`config.mk`:
```
export PLATFORM = sky130hd
export DESIGN_NAME = signed_bcd_converter
export DESIGN_NICKNAME = d
export VERILOG_FILES = /design/src/rtl/signed_bcd_converter.sv
export SDC_FILE = /design/constraint.sdc
export NUM_CORES = 1
export LEC_CHECK = 0
export ABC_AREA = 1
export ABC_CLOCK_PERIOD_IN_PS = 1200
export BUFFER_PORTS_ARGS = -buffer_cell sky130_fd_sc_hd__buf_2
export CAP_MARGIN = 25
export CORE_ASPECT_RATIO = 0.5
export CORE_UTILIZATION = 51
export DETAILED_ROUTE_END_ITERATION = 10
export MAX_ROUTING_LAYER = met4
export PLACE_DENSITY = 0.81
export RECOVER_POWER = 100
export SLEW_MARGIN = 20
export SYNTH_ARGS = -nofsm -noshare
export SYNTH_HDL_FRONTEND = slang
export SYNTH_SLANG_ARGS = --single-unit
```
`constraint.sdc`:
```
create_clock -name clk -period 1.2 [get_ports clk]
set_clock_uncertainty 0.1 [all_clocks]
set_input_delay 0.06 -clock clk [delete_from_list [all_inputs] [get_ports clk]]
set_output_delay 0.06 -clock clk [all_outputs]
set_load 0.05 [all_outputs]
```
`src/rtl/signed_bcd_converter.sv`:
```
// Sequential sign/magnitude to packed-BCD converter using iterative double-dabble, one bit per clock.
// Optional build macro LEADING_ZERO_BLANK_EN replaces leading zero digits with the blank code 4'hF.
module signed_bcd_converter #(
    parameter int WIDTH  = 8,
    parameter int DIGITS = 3
) (
    input  logic                  clk,
    input  logic                  rst_n,
    input  logic                  start,
    input  logic [WIDTH-1:0]      mag_in,
    input  logic                  neg_in,
    output logic                  busy,
    output logic                  done,
    output logic [4*DIGITS-1:0]   bcd_out,
    output logic                  neg_out
);

    localparam int BCD_W = 4 * DIGITS;
    localparam int CNT_W = (WIDTH > 1) ? $clog2(WIDTH) : 1;
    localparam logic [CNT_W-1:0] LAST_STEP = CNT_W'(WIDTH - 1);

    typedef enum logic [1:0] {
        IDLE   = 2'd0,
        SHIFT  = 2'd1,
        FINISH = 2'd2
    } state_t;

    state_t             state;
    logic [BCD_W-1:0]   bcd_q;
    logic [WIDTH-1:0]   bin_q;
    logic [CNT_W-1:0]   cnt_q;
    logic               neg_q;
    logic [BCD_W-1:0]   bcd_adj;
    logic [BCD_W-1:0]   bcd_final;

    // NOTE: every signal written in always_comb gets a default first, so no path can infer a latch.
    always_comb begin
        bcd_adj = bcd_q;
        for (int i = 0; i < DIGITS; i++) begin
            if (bcd_q[4*i +: 4] >= 4'd5) begin
                bcd_adj[4*i +: 4] = bcd_q[4*i +: 4] + 4'd3;
            end
        end
    end

`ifdef LEADING_ZERO_BLANK_EN
    // Scan from the top digit down; digit 0 always shows, even when the value is zero.
    function automatic logic [BCD_W-1:0] blank_leading(input logic [BCD_W-1:0] value);
        logic [BCD_W-1:0] result;
        logic             leading;
        result  = value;
        leading = 1'b1;
        for (int i = DIGITS - 1; i >= 1; i--) begin
            if (leading && (value[4*i +: 4] == 4'd0)) begin
                result[4*i +: 4] = 4'hF;
            end else begin
                leading = 1'b0;
            end
        end
        return result;
    endfunction

    assign bcd_final = blank_leading(bcd_q);
`else
    assign bcd_final = bcd_q;
`endif

    assign busy = (state != IDLE);

    // NOTE: sequential state uses non-blocking assignments only, so every register samples pre-edge values.
    always_ff @(posedge clk or negedge rst_n) begin
        if (!rst_n) begin
            state   <= IDLE;
            bcd_q   <= '0;
            bin_q   <= '0;
            cnt_q   <= '0;
            neg_q   <= 1'b0;
            done    <= 1'b0;
            bcd_out <= '0;
            neg_out <= 1'b0;
        end else begin
            done <= 1'b0;
            case (state)
                IDLE: begin
                    if (start) begin
                        bin_q <= mag_in;
                        bcd_q <= '0;
                        cnt_q <= '0;
                        // A zero magnitude never carries a minus sign.
                        neg_q <= neg_in && (mag_in != '0);
                        state <= SHIFT;
                    end
                end
                SHIFT: begin
                    {bcd_q, bin_q} <= {bcd_adj, bin_q} << 1;
                    cnt_q          <= cnt_q + 1'b1;
                    if (cnt_q == LAST_STEP) begin
                        state <= FINISH;
                    end
                end
                FINISH: begin
                    bcd_out <= bcd_final;
                    neg_out <= neg_q;
                    done    <= 1'b1;
                    state   <= IDLE;
                end
                default: begin
                    state <= IDLE;
                end
            endcase
        end
    end

endmodule

```
==> run summary <==
Summed over all nets, the half-perimeter wirelength after detailed placement is 2800 µm. The run gives 256 as the number of nets produced by synthesis. After clock tree synthesis, the clock-pin slew on the worst setup and hold paths is 0.08 ns.

Routed wire length on met2: 2100 µm. Cell type contributing the most total cell area after synthesis: sky130_fd_sc_hd__dfrtp_1. Setup violations remaining at the end of the flow were counted as 17. The worst pin sits at a relative slew slack of 74.6%. The root buffer selected by CTS is sky130_fd_sc_hd__clkbuf_8. The area growth from synthesis to layout is 34.3%. In this run the cell area of the synthesized design comes to 2010 µm².

Sorting the synthesized cells by area gives the leading types as sky130_fd_sc_hd__dfrtp_1, sky130_fd_sc_hd__nand2_1, sky130_fd_sc_hd__inv_1. The post-synthesis mux area share was 0%. The top routing layer in use is met4.

The run gives 0 as the number of diodes. By area, the combinational part of the netlist is dominated by simple AND/OR/NAND/NOR gates. The total area inside the core boundary comes to 3600 µm².

The number of placed instances, taps included, is 324. The run gives 236 as the number of instances in the synthesized netlist. Data on the critical path arrives at its endpoint at 1.11 ns. The initial antenna violation count is 0. The die covers 4220 µm².

Across the VDD grid, the largest voltage drop is 0.00113 V. The vertical die dimension came out at 46.4 µm. The synthesized netlist contains 18 unique library cells. The proportion of synthesized flip-flops having asynchronous set or reset works out to 100%. The maximum fanout along the worst path is 3, and the fraction of the cycle the final worst path needs is 106%.

The logs give 1,633 for the via count of the first global-routing pass and 195 µm for the met3 wirelength from detailed routing. The flow ran to the end, but the final reports show violations. In the final layout, the multi-input gates occupy 963 µm².

Measured on the finished design, the core utilization comes to 75.0%. The leakage component of the power came out at 1.42 nW. Iteration-0 DRC count of the detailed router: 130. The synthesized netlist devotes 12.1% of its cell area to compound gates. In this run, synthesis inferred 0 flip-flops with an integrated enable.

After synthesis, flip-flops and latches occupy 49.8% of the total area. The tools report the worst hold slack after final layout as -0.000687 ns. In the routed layout, each cell is associated on average with a via count of 5.07. TritonCTS built the clock tree.

Counting cells, the worst reg-to-reg path comes to 5. Power spread over the standard cell area amounts to 2920 nW/µm². Class of the most critical hold timing path: in -> reg.

Of the cells placed in the final design, the portion with a size suffix greater than 1 is 39.1%. Routed length on met1: 2060 µm. In this run, synthesis produced a sequential element count of 40.

The final reports fail on hold timing, setup timing. The fill cell total of the finished layout came out at 265. After synthesis, the most frequently instantiated cells are sky130_fd_sc_hd__nand2_1, sky130_fd_sc_hd__dfrtp_1, sky130_fd_sc_hd__inv_1, sky130_fd_sc_hd__nand3_1, sky130_fd_sc_hd__o21ai_2.

The adder-cell share of the synthesized area was 4.98%; the total wirelength of the detailed-routed design was 4510 µm. The initial standard-cell utilization of the core is 55.8%, and the cell count of the worst hold path is 3. The latest clock arrival within the worst-skew pair is 0.30 ns, and the total global routing overflow is 0.

The parity-gate share of the synthesized area counting xor and xnor cells was 0%; the final-stage net count was 313. In this run the horizontal extent of the chip is 90.8 µm. For the post-layout worst setup margin, the log shows -0.0681 ns.

By instance count, the leading cell after synthesis is sky130_fd_sc_hd__nand2_1. The CTS buffer count came out at 5. Across the run, the number of max-cap violations was 0. The H-tree depth reported by CTS is 2, and the quantity of I/O buffers inserted on ports is 26.

After synthesis, the largest area contributor takes up 49.8% of total cell area. The post-place setup slack came out at -0.122 ns. The average detailed-routed wire length per instance was 13.1 µm.

The count of nets left with antenna violations once routing finished came out at 0. During I/O placement, the number of pins put on the boundary was 27. Summing internal, switching and leakage power gives 7.88 mW.

The tools report the total global-route track usage as 24.2%. The tools report the number of hold violations in the final report as 1. Setup repair after global routing could not meet its margin everywhere. After synthesis, the mean cell area works out to 8.53 µm².

The clock sink count is 40, and the maximum frequency from static timing analysis is 0.789 GHz. The count of pins over their slew limit was 0. The kind of start point of the critical path is a flop. The placer congestion estimate is 0.842, and the total number of placement rows is 15. The number of iterations in the first detailed-routing pass was 4. At the worst endpoint, the required time is 1.04 ns. The final critical-path required period was 1.27 ns. After detailed routing, the number of remaining DRC violations is 0.

Once layout is complete, the cells apart from fillers number 345. The path type of the worst setup path was reg -> out. The first global-routing pass estimated 7220 µm of wire.

For the pin with the worst max-slew slack, the measured transition is 0.381 ns. The sort of element at the end of the critical path is a primary output. The most used flip-flop cell after synthesis was sky130_fd_sc_hd__dfrtp_1. The maximum number of buffers from clock root to sink was 2; the warning count from the yosys run was 0. The total via count in the routed design was 1,750.

Entering global routing, the biggest net connects 27 pins. The synthesized netlist devotes 22.3% of its cell area to simple gates. Summing all flip-flop and latch instances after layout gives 1000 µm².
placed cells by master (no fill, tap or decap), types with 6 or more instances in the layout:
| cell type | Yosys | routed |
|---|---|---|
| sky130_fd_sc_hd__nand2_1 | 68 | 55 |
| sky130_fd_sc_hd__dfrtp_1 | 40 | 39 |
| sky130_fd_sc_hd__inv_1 | 35 | 26 |
| sky130_fd_sc_hd__buf_4 | 3 | 17 |
| sky130_fd_sc_hd__nand3_1 | 22 | 15 |
| sky130_fd_sc_hd__clkbuf_2 | 0 | 15 |
| sky130_fd_sc_hd__o21ai_1 | 12 | 14 |
| sky130_fd_sc_hd__o21ai_2 | 13 | 13 |
| sky130_fd_sc_hd__inv_2 | 5 | 12 |
| sky130_fd_sc_hd__buf_2 | 0 | 10 |
| sky130_fd_sc_hd__nand2_2 | 0 | 9 |
| sky130_fd_sc_hd__nand4_1 | 7 | 7 |
| sky130_fd_sc_hd__dlygate4sd3_1 | 0 | 7 |
| sky130_fd_sc_hd__clkbuf_8 | 0 | 6 |
area by class of cell:
| class | instances | share of cell area (%) |
|---|---|---|
| inverters | 40 | 5.84 |
| flip-flops and latches | 40 | 37.1 |
| clock inverters | 2 | 0.371 |
| multi-input cells | 149 | 35.7 |
| repair buffers | 57 | 15.6 |
| clock buffers | 6 | 3.06 |
| well taps | 51 | 2.36 |
critical path, cell delays in order, from the launching register on:
cell and delay, ns:
sky130_fd_sc_hd__dfrtp_1 0.41, sky130_fd_sc_hd__inv_2 0.10, sky130_fd_sc_hd__buf_6 0.12, sky130_fd_sc_hd__nand2_4 0.04, sky130_fd_sc_hd__buf_8 0.14
power by group:
part | internal (mW) | leakage [nW] | switching, mW
clock network | 0.459 | 0.0510 | 0.479
logic | 1.77 | 0.873 | 2.81
registers | 1.95 | 0.493 | 0.407
worst paths after layout:
kind / from / end / slack, ns
max in group asynchronous: rst_n / bcd_final[8]$_DFFE_PN0P_ / 0.13
min reg2reg: bcd_out[3]$_DFFE_PN0P_ / bcd_out[3]$_DFFE_PN0P_ / 0.39
min in group asynchronous: rst_n / done$_DFF_PN0_ / 0.12
max reg2reg: state[1]$_DFFE_PN0P_ / bcd_final[4]$_DFFE_PN0P_ / -0.05
min: start / state[0]$_DFFE_PN0P_ / -0.0007
max: state[1]$_DFFE_PN0P_ / busy / -0.07
layer usage:
layer / vias up / global-route usage (%)
met5: - / -
met4: 0 / 12.7
met3: 14 / 5.61
met2: 49 / 42.6
met1: 819 / 27.1
li1: 868 / -
sequential cells by signal (all words and copies together) (netlist names):
name / cells
bcd_final: 12
neg_q: 1
cnt_q: 3
neg_out: 1
bin_q: 8
bcd_out: 12
done: 1
state: 2
kinds of logic (layout without fill, tap and decap cells):
family	Yosys count	in the layout
adder cells (fa/ha/maj)	8	8
flip-flops	40	40
AND/OR/NAND/NOR	105	105
buffers and inverters	47	105
AO/OA/AOI/OAI	36	36
stage by stage:
step	instance area (µm²)	hold slack [ns]	TNS (ns)
after floorplan	2040	-0.336	0
after global placement	2330	-0.113	-0.770
after detailed placement	2330	-0.100	-1.75
after CTS	2630	0.00200	-0.206
after global routing	2700	0.0201	-1.92
final	2700	-0.000687	-0.635
timing repair:
item,CTS,global route
pin swaps,9,7
hold endpoints to repair,46,0
gates resized for setup,27,21
buffers inserted,6,1
setup endpoints to repair,23,33
hold buffers,7,0
Note: power is estimated with default switching activity, not from simulation.
